===== src/rtl/mc_sequencer.sv =====
// Microcoded instruction sequencer: fetches 16-bit instructions, decodes them and
// drives register-file, ALU and data-memory controls for each instruction class.
module mc_sequencer #(
  parameter int PC_W = 16,
  parameter int DA_W = 8
) (
  input  logic            clk,
  input  logic            reset_n,
  input  logic [15:0]     i_data,
  input  logic            i_ready,
  input  logic            d_ready,
  input  logic            rf_rp_zero,
  output logic [PC_W-1:0] i_addr,
  output logic            i_rd,
  output logic [DA_W-1:0] d_addr,
  output logic            d_rd,
  output logic            d_wr,
  output logic [7:0]      rf_w_data,
  output logic [1:0]      rf_sel,
  output logic [3:0]      rf_w_addr,
  output logic [3:0]      rf_rp_addr,
  output logic [3:0]      rf_rq_addr,
  output logic            rf_w_wr,
  output logic            rf_rp_rd,
  output logic            rf_rq_rd,
  output logic [1:0]      alu_op,
  output logic            halted,
  output logic [3:0]      state
);

  typedef enum logic [3:0] {
    S_INIT   = 4'd0,
    S_FETCH  = 4'd1,
    S_DECODE = 4'd2,
    S_LOAD   = 4'd3,
    S_STORE  = 4'd4,
    S_ADD    = 4'd5,
    S_LDC    = 4'd6,
    S_SUB    = 4'd7,
    S_JZ     = 4'd8,
    S_JMP    = 4'd9,
    S_HALT   = 4'd10
  } state_t;

  state_t          st;
  logic [PC_W-1:0] pc;
  logic [15:0]     ir;
  logic [3:0]      op, ra, rb, rc;
  logic [7:0]      imm;
  logic [PC_W-1:0] imm_ext;

  assign op      = ir[15:12];
  assign ra      = ir[11:8];
  assign rb      = ir[7:4];
  assign rc      = ir[3:0];
  assign imm     = ir[7:0];
  assign imm_ext = PC_W'($signed(imm));
  assign i_addr  = pc;
  assign state   = st;

  always_ff @(posedge clk or negedge reset_n) begin
    if (!reset_n) begin
      st <= S_INIT;
      pc <= '0;
      ir <= '0;
    end else begin
      case (st)
        S_INIT:  st <= S_FETCH;
        S_FETCH: begin
          if (i_ready) begin
            ir <= i_data;
            pc <= pc + PC_W'(1);
            st <= S_DECODE;
          end
        end
        S_DECODE: begin
          case (op)
            4'd0:    st <= S_LOAD;
            4'd1:    st <= S_STORE;
            4'd2:    st <= S_ADD;
            4'd3:    st <= S_LDC;
            4'd4:    st <= S_SUB;
            4'd5:    st <= S_JZ;
            4'd6:    st <= S_JMP;
            4'd7:    st <= S_HALT;
            default: st <= S_FETCH;
          endcase
        end
        S_LOAD, S_STORE: if (d_ready) st <= S_FETCH;
        S_ADD, S_LDC, S_SUB: st <= S_FETCH;
        S_JZ:    st <= rf_rp_zero ? S_JMP : S_FETCH;
        // PC already points past the jump, so subtract one to make the offset
        // relative to the jump instruction itself.
        S_JMP: begin
          pc <= pc + imm_ext - PC_W'(1);
          st <= S_FETCH;
        end
        S_HALT:  st <= S_HALT;
        default: st <= S_FETCH;
      endcase
    end
  end

  always_comb begin
    i_rd       = 1'b0;
    d_addr     = '0;
    d_rd       = 1'b0;
    d_wr       = 1'b0;
    rf_w_data  = '0;
    rf_sel     = 2'b00;
    rf_w_addr  = '0;
    rf_rp_addr = '0;
    rf_rq_addr = '0;
    rf_w_wr    = 1'b0;
    rf_rp_rd   = 1'b0;
    rf_rq_rd   = 1'b0;
    alu_op     = 2'b00;
    halted     = 1'b0;
    case (st)
      S_FETCH: i_rd = 1'b1;
      S_LOAD: begin
        d_rd      = 1'b1;
        d_addr    = ir[DA_W-1:0];
        rf_sel    = 2'b01;
        rf_w_addr = ra;
        rf_w_wr   = d_ready;
      end
      S_STORE: begin
        d_wr       = 1'b1;
        d_addr     = ir[DA_W-1:0];
        rf_rp_addr = ra;
        rf_rp_rd   = 1'b1;
      end
      S_ADD, S_SUB: begin
        rf_rp_addr = rb;
        rf_rq_addr = rc;
        rf_rp_rd   = 1'b1;
        rf_rq_rd   = 1'b1;
        rf_w_addr  = ra;
        rf_w_wr    = 1'b1;
        alu_op     = (st == S_ADD) ? 2'b01 : 2'b10;
      end
      S_LDC: begin
        rf_sel    = 2'b10;
        rf_w_data = imm;
        rf_w_addr = ra;
        rf_w_wr   = 1'b1;
      end
      S_JZ: begin
        rf_rp_addr = ra;
        rf_rp_rd   = 1'b1;
      end
      S_HALT:  halted = 1'b1;
      default: ;
    endcase
  end

endmodule


===== config.mk =====
export PLATFORM = sky130hd
export DESIGN_NAME = mc_sequencer
export DESIGN_NICKNAME = d
export VERILOG_FILES = /design/src/rtl/mc_sequencer.sv
export SDC_FILE = /design/constraint.sdc
export NUM_CORES = 1
export LEC_CHECK = 0
export ABC_AREA = 1
export CORE_UTILIZATION = 40
export DETAILED_ROUTE_END_ITERATION = 7
export PLACE_DENSITY = 0.7
export SETUP_SLACK_MARGIN = 0.3
export SYNTH_ARGS = -nofsm -noshare
export SYNTH_HDL_FRONTEND = slang
export SYNTH_SLANG_ARGS = --single-unit

===== constraint.sdc =====
create_clock -name clk -period 2.2 [get_ports clk]
set_clock_uncertainty 0.2 [all_clocks]
set_input_delay 0.44 -clock clk [delete_from_list [all_inputs] [get_ports clk]]
set_output_delay 0.44 -clock clk [all_outputs]
set_load 0.01 [all_outputs]

Word level (Yosys, flattened, before mapping)
Memory sizes are Yosys's and may differ from the RTL's. Cells that the tools add are included.

Reduce and logical (&&, ||, !) cells: 10. Equal/unequal tests: 12. Mux-type cells: 22. Add/subtract/negate cells: 3.

Operators by type and width (number): 16-bit one-hot mux with 2 select lines (1); 4-bit two-way mux (6); 4-bit one-hot mux with 5 select lines (1); 16-bit by 1-bit adder with 16-bit output (second input constant) (1); 16-bit adder (1); 4-bit by 3-bit equality test with 1-bit output (second input constant) (4); 16-bit two-way mux (1); 8-bit two-way mux (2); 16-bit by 1-bit subtractor with 16-bit output (second input constant) (1); 4-bit equality test (second input constant) (3); 4-bit by 2-bit equality test with 1-bit output (second input constant) (2); 4-bit one-hot mux with 2 select lines (1); 4-bit OR reduction (2); 1-bit two-way mux (6); 2-bit AND reduction (3); 2-bit OR reduction (3); 4-bit by 1-bit equality test with 1-bit output (second input constant) (1); 2-bit two-way mux (2); 2-bit one-hot mux with 2 select lines (1); 3-bit OR reduction (1); 2-bit by 1-bit inequality test with 1-bit output (second input constant) (1); 2-bit inequality test (second input constant) (1); 1-bit one-hot mux with 2 select lines (1); 2-bit nonzero test (1).

Word-level logic and storage cells: 51. Bits in registers: 36. Input port bits: 21. ROM bits: 32. Memories kept: 1. Output and inout port bits: 59.

Memories: (no name shown) (words 8, bits a word 4, read ports 1, clocked after Yosys merged registers in 0, write ports 0, RTL line 77) `case (op)`.

Depth between registers and ports, before layout
Gate-level depths: netlist of run 1.

Depth after elaboration: 4. Mapped depth: 15. Depth with buffers taken out: 15.

Least setup slack after synthesis of run 1
OpenSTA, ideal clock, no wires.

Path type: register -> register. From: reg pc[1] (netlist: i_addr[1]). To: reg pc[15] (netlist: i_addr[15]). Stages on the path, launching flop included: 15. Clock period less this slack: 2.531 ns. Library setup time: 0.113 ns. Data arrival time: 2.218 ns. Setup slack: -0.331 ns. Path buffers: 0. Required time: 1.887 ns. Cells stage by stage: dfrtp_1 > inv_1 > ha_1 > inv_1 > ha_1 > inv_1 > fa_1 > o21ai_0 > nand2_1 > nand2_1 > nand2_1 > nand3_1 > nand3_1 > nand2_1 > inv_1.

Longest elaborated chain between the ends: 3. Elaborated cells between the ends (all ways): 5. Those cells by class: add/sub (3); mux (2).

Ends and longest elaborated chain: from (decl) (RTL line 46) `logic [PC_W-1:0] pc;`; from (signal assigned) (RTL line 72) `pc <= pc + PC_W'(1);`; from (signal assigned) (RTL line 95) `pc <= pc + imm_ext - PC_W'(1);`; 16-bit adder / 16-bit by 1-bit adder with 16-bit output (equally long branches) (RTL line 95, 72); 16-bit by 1-bit subtractor with 16-bit output / 16-bit two-way mux (equally long branches) (RTL line 95, 70); 16-bit one-hot mux with 2 select lines (*) (RTL line 67) `case (st)`.

Mark *: on every way between the ends. The rest lies on a longest branch, timed or not. The select of a mux whose other input is x is not followed. A chain may end at the register's enable or synchronous reset.

Worst setup path in the final report of run 1
From: reg st[2] (netlist: state[2]). To: out rf_w_addr[2].

Longest elaborated chain between the ends: 3. Elaborated cells between the ends (all ways): 6. Those cells by class: eq/ne (4); mux (1); reduce/logical (1).

Ends and longest elaborated chain: from (decl) (RTL line 45) `state_t st;`; from (signal assigned) (RTL line 91) `S_JZ: st <= rf_rp_zero ? S_JMP : S_FETCH;`; 4-bit by 3-bit equality test with 1-bit output / 4-bit by 2-bit equality test with 1-bit output (equally long branches) (RTL line 119) `case (st)`; 4-bit OR reduction (no source line) (*); 4-bit two-way mux (*) (RTL line 119); to (decl) (RTL line 20) `output logic [3:0] rf_w_addr,`.

Mark *: on every way between the ends. The rest lies on a longest branch, timed or not.

==> impl_metrics.toml, run 1 <==
[route]
first_pass_iters = 5
routed_via_density = 5.28
drcViolationCount = 0
vias = 4197
wirelength_um = 14000
detail-route-antenna-nets = 0
wire_per_inst_um = 17.6
drtIter0Drc = 408

[critical_path]
cp_data_arrival_time_ns = 1.74
critPathMostFrequentCell = "buf_6"
critPathKind = "reg -> out"
cp-end-kind = "output port"
crit_path_end = "rf_w_addr[2]"
r2r-end = "i_addr[14]$_DFFE_PN0P_"
cp_slowest_cell = "dfrtp_2"
reg2reg_from = "ir[7]$_DFFE_PN0P_"
r2r_cells = 16
path_depth = 8
r2r_slack_ns = -0.16
crit_chain = "buf_6, nor2_4, buf_6, nand3_4, inv_4, nor3_4, nor2_1, buf_2"
start_kind = "flop"
path_buf_inv = 4
crit_family = "buffers and inverters"
critical_path.startpoint = "state[2]$_DFFE_PN0P_"
worstPathMaxFanout = 4
slowest_delay_ns = 0.45
worstPathRequired_ns = 1.56

[global_route]
grt_use_total_pct = 28.9
gr-total-overflow = 0
antenna_found_initial = 0
grt_pass1_wl_um = 19100
grt_max_degree = 37
grt_pass1_vias = 3994

[clock_network]
cts_tree = "built"
clockBufferDepth = 2
clock_latency_ns = 0.29
cts_buffers = 5
clk_pin_slew_ns = 0.07
h-tree-depth = 2
root_buffer = "clkbuf_8"
cts_sinks = 36

[sta]
slew_headroom_pct = 65.9
setup_viol = 40
worst_pin_slew_ns = 0.507
fin_crit_sh_pct = 108
setup_ws_ns = -0.185
hold_viol = 0
rsz0062_at_grt = "true"
finalCriticalPeriod_ns = 2.38
fmax_mhz = 419
final_max_slew_viol_count = 0

[placement]
dp_hpwl_um = 8180
portBuffers = 79
gp_congestion = 0.919
preCtsSetupSlack_ns = -0.203

[floorplan]
ios = 80
start_util_pct = 41.5
die_y_um = 91.8
core_area_um2 = 7770
die_x_um = 91.8
die_area_um2 = 8430
row_count = 32

[job]
cap_violations = 0

[synthesis]
ys_seq_elements = 36
postSynthAreaPerCell_um2 = 6.51
syn_inst = 496
ys_warn_count = 0
async_flop_share_pct = 100
syn_nets = 550
synth_area_um2 = 3230
synth_edf_count = 0
synth_flop_cell = "dfrtp_1"
synth.distinct_cells = 37
ys_seq_area_share_pct = 27.9

[layout]
drive_gt1_share_pct = 55.4
area_growth_syn_to_layout_pct = 93.8
fillers = 470
antenna_cells = 0
final_nets = 746

[status]
failed_checks = "setup timing"
status = "finished, violations left"

[worst_hold_path]
min_path_type = "reg -> reg"
## layout by cell type (no fill, tap or decap), types with 9 or more instances in the layout
cell type and n:
dlygate4sd2_1 15, dfrtp_1 24, inv_2 35, o21ai_0 12, inv_1 61, nor2_2 12
clkdlybuf4s50_1 19, nor2_1 25, o21ai_1 14, a21oi_2 10, nand2_2 32, dfrtp_2 12
ha_4 24, buf_6 50, nand3_1 18, o21ai_2 10, nand2_1 69, nand3_2 9
nor2_4 26, buf_2 20, buf_4 78
## synthesized netlist by cell type (2+ instances only)
library cell / n / area [µm²]
a21oi_1: 19 / 95.1
a22oi_2: 2 / 25.0
a31oi_1: 3 / 18.8
and2_1: 2 / 12.5
buf_2: 3 / 15.0
buf_4: 2 / 15.0
clkbuf_1: 2 / 7.51
dfrtp_1: 36 / 901
ha_1: 32 / 400
inv_1: 105 / 394
inv_2: 4 / 15.0
nand2_1: 111 / 417
nand3_1: 28 / 140
nand3b_1: 2 / 15.0
nand4_1: 4 / 25.0
nor2_1: 62 / 233
nor3_1: 11 / 55.1
o211ai_1: 2 / 15.0
o21ai_0: 36 / 180
o22ai_1: 6 / 37.5
xnor2_1: 2 / 17.5
xor2_1: 7 / 61.3
## timing repair
item                                   in CTS  in global routing
gates resized for setup                   310                174
setup buffers                              26                 19
cloned                                      0                  2
endpoints found under the hold margin      11                  0
hold buffers                                1                  0
setup endpoints to repair                  72                 73
pin swaps                                  43                 38
## layer usage
layer / vias up / global-route usage [%] / part of all wire (%)
li1: 1966 / - / -
met1: 2025 / 35.6 / 41
met2: 173 / 51.1 / 51
met3: 33 / 3.98 / 5.2
met4: 0 / 10.4 / 3.1
met5: - / 0 / 0
## worst min-delay path: cells and delay by family (launching register included)
family / cells / cell delay, ns
AOI/OAI and AO/OA: 1 / 0.12
buffers and inverters: 1 / 0.06
DFF: 1 / 0.33
## final cells by class
cell class | instances | area (µm²) | share of cell area, %
Clock buffer | 8 | 90.1 | 1.44
Inverter | 110 | 480 | 7.68
Multi-Input combinational cell | 342 | 2840 | 45.4
Sequential cell | 36 | 916 | 14.6
Tap cell | 102 | 128 | 2.04
Timing Repair Buffer | 197 | 1800 | 28.8
## worst min path at each step
stage,end,cells after the start,start,slack (ns)
global route,ir[15]$_DFFE_PN0P_,2,ir[15]$_DFFE_PN0P_,0.37
global placement,state[3]$_DFFE_PN0P_,2,reset_n,0.31
detailed placement,state[2]$_DFFE_PN0P_,2,reset_n,0.31
finish,ir[15]$_DFFE_PN0P_,2,ir[15]$_DFFE_PN0P_,0.35
floorplan,i_addr[0]$_DFFE_PN0P_,0,reset_n,-0.06
CTS,ir[15]$_DFFE_PN0P_,2,ir[15]$_DFFE_PN0P_,0.35
## metrics by stage
stage          cell area (µm²)  util [%]  cells  TNS (ns)  hold slack (ns)
3_3_place_gp              4900      63.1    739     -3.44            0.311
6_report                  6250      80.5    795     -3.73            0.346
5_1_grt                   6250      80.5    795     -6.22            0.374
2_1_floorplan             3510         -    496    -0.173          -0.0556
4_1_cts                   5480      70.6    774    -0.896            0.350
3_5_place_dp              4900      63.1    739     -3.98            0.314
## cell families (layout without fill, tap and decap cells)
family	after synthesis	after routing	synth area share (%)
buffers and inverters	118	315	14.3
adders and majority gates	33	33	13.0
DFF	36	36	27.9
AOI/OAI and AO/OA	76	76	13.4
and+or+nand+nor	224	224	28.9
xor gates and xnor gates	9	9	2.44
## state kept, by name (all words and copies together) (netlist names)
signal and cells:
state 4, ir 16, i_addr 16
Power of run 1 is not shown: default switching activity piles up to over one toggle a cycle in this logic, so the estimate is an artifact.
==> run 2, diff against run 1 <==
--- a/config.mk
+++ b/config.mk
@@ -13,3 +13,4 @@
 export SYNTH_ARGS = -nofsm -noshare
 export SYNTH_HDL_FRONTEND = slang
 export SYNTH_SLANG_ARGS = --single-unit
+export TNS_END_PERCENT = 50
==> impl_metrics.toml, run 2 (same netlist as run 1, synthesis figures left out) <==
[route]
wire_per_inst_um = 15.3
first_pass_iters = 4
routed_via_density = 5.10
drcViolationCount = 0
drtIter0Drc = 312
vias = 3963
wirelength_um = 11900
routed-wl-met3_um = 629
wl_met1_um = 4760
met2WireLength_um = 6060
detail-route-antenna-nets = 0
maxUsedRoutingLayer = "met4"

[clock_network]
clk_pin_slew_ns = 0.08
clockBufferDepth = 2
root_buffer = "clkbuf_8"
cts_buffers = 5
h-tree-depth = 2
cts_sinks = 36
cts_hold_buf = 0
clock_latency_ns = 0.30
cts_tree = "built"

[sta]
final_max_slew_viol_count = 0
fin_crit_sh_pct = 105
worst_pin_slew_ns = 0.499
whs_ns = -0.0191
fmax_mhz = 434
setup_ws_ns = -0.104
rsz0062_at_grt = "true"
hold_viol = 35
slew_headroom_pct = 66.7
setup_viol = 21
finalCriticalPeriod_ns = 2.30

[critical_path]
cp-end-kind = "flop"
reg2reg_from = "ir[7]$_DFFE_PN0P_"
cp_data_arrival_time_ns = 2.30
critPathKind = "reg -> reg"
critical_path.startpoint = "ir[7]$_DFFE_PN0P_"
worstPathRequired_ns = 2.20
r2r_cells = 13
worstPathMaxFanout = 9
start_kind = "flop"

[global_route]
grt_pass1_vias = 4096
gr-total-overflow = 0
antenna_found_initial = 0
grt_max_degree = 37
grt_pass1_wl_um = 19000
grt_use_total_pct = 28.3

[floorplan]
die_x_um = 91.8
die_y_um = 91.8
row_count = 32
core_area_um2 = 7770
die_area_um2 = 8430
ios = 80
start_util_pct = 41.5

[placement]
portBuffers = 79
dp_hpwl_um = 8230
gp_congestion = 0.897

[layout]
final_common_cell = "nand2_1"
multi_input_area_um2 = 2560
utilization_pct = 73.1
layout_common_cells = "92 x nand2_1, 83 x buf_4, 69 x inv_1"
antenna_cells = 0
final_nets = 728
register_area_um2 = 913
fillers = 591
drive_gt1_share_pct = 46.4
area_growth_syn_to_layout_pct = 75.8

[worst_hold_path]
min_path_type = "in -> async"

[job]
cap_violations = 0

[status]
failed_checks = "hold timing, setup timing"
status = "finished, violations left"
[run 2: per-stage QoR]
step	area [µm²]	instances	setup slack [ns]	setup TNS, ns
floorplan	3510	496	-0.0856	-0.173
global placement	4900	739	-0.196	-4.37
detailed placement	4900	739	-0.209	-5.56
CTS	5300	765	-0.115	-0.934
global route	5670	777	-0.221	-3.57
finish	5670	777	-0.104	-1.18
[run 2: path summary, 6_finish.rpt]
| kind | to | slack [ns] |
|---|---|---|
| worst min register to register | i_addr[14]$_DFFE_PN0P_ | 0.33 |
| worst max-delay path | i_addr[15]$_DFFE_PN0P_ | -0.10 |
| worst min-delay path | ir[9]$_DFFE_PN0P_ | -0.02 |
| min in group clk | i_addr[14]$_DFFE_PN0P_ | 0.33 |
| worst max register to register | i_addr[15]$_DFFE_PN0P_ | -0.10 |
| max in group asynchronous | i_addr[10]$_DFFE_PN0P_ | 1.44 |
[run 2: area by class of cell]
| cell class | count | share of cell area [%] |
|---|---|---|
| Clock buffer | 6 | 1.28 |
| Clock inverter | 2 | 0.617 |
| Inverter | 110 | 7.89 |
| Multi-Input combinational cell | 342 | 45.2 |
| Sequential cell | 36 | 16.1 |
| Tap cell | 102 | 2.25 |
| Timing Repair Buffer | 179 | 26.7 |
[run 2: repair_timing]
action,in CTS,in global routing
buffers inserted,18,12
endpoints found under the hold margin,0,0
endpoints found under the setup margin,72,61
pin swaps,32,26
resized for setup,257,94
[run 2: metal layers]
layer  vias to the layer above  track usage (%)
li1                       1923                -
met1                      1838             32.7
met2                       160             52.8
met3                        42             4.23
met4                         0             10.0
met5                         -                0
[run 2: worst max-delay path, stage by stage, from the launching register on]
cell and delay [ns]:
dfrtp_1 0.39, inv_4 0.09, buf_4 0.15, ha_4 0.25
inv_2 0.04, ha_4 0.28, nand2_1 0.10, nor2_1 0.20
and2_1 0.17, nand2_2 0.07, nand3_2 0.07, nand3_2 0.08
nand2_1 0.08, inv_1 0.03
Power of run 2 is left out for the same reason.
==> run 3, diff against run 2 <==
--- a/config.mk
+++ b/config.mk
@@ -6,6 +6,7 @@
 export NUM_CORES = 1
 export LEC_CHECK = 0
 export ABC_AREA = 1
+export CAP_MARGIN = 40
 export CORE_UTILIZATION = 40
 export DETAILED_ROUTE_END_ITERATION = 7
 export PLACE_DENSITY = 0.7
==> results of run 3 <==
No change in the layout: final DEF, timing and power equal those of run 2.
Power of run 3 is left out for the same reason.
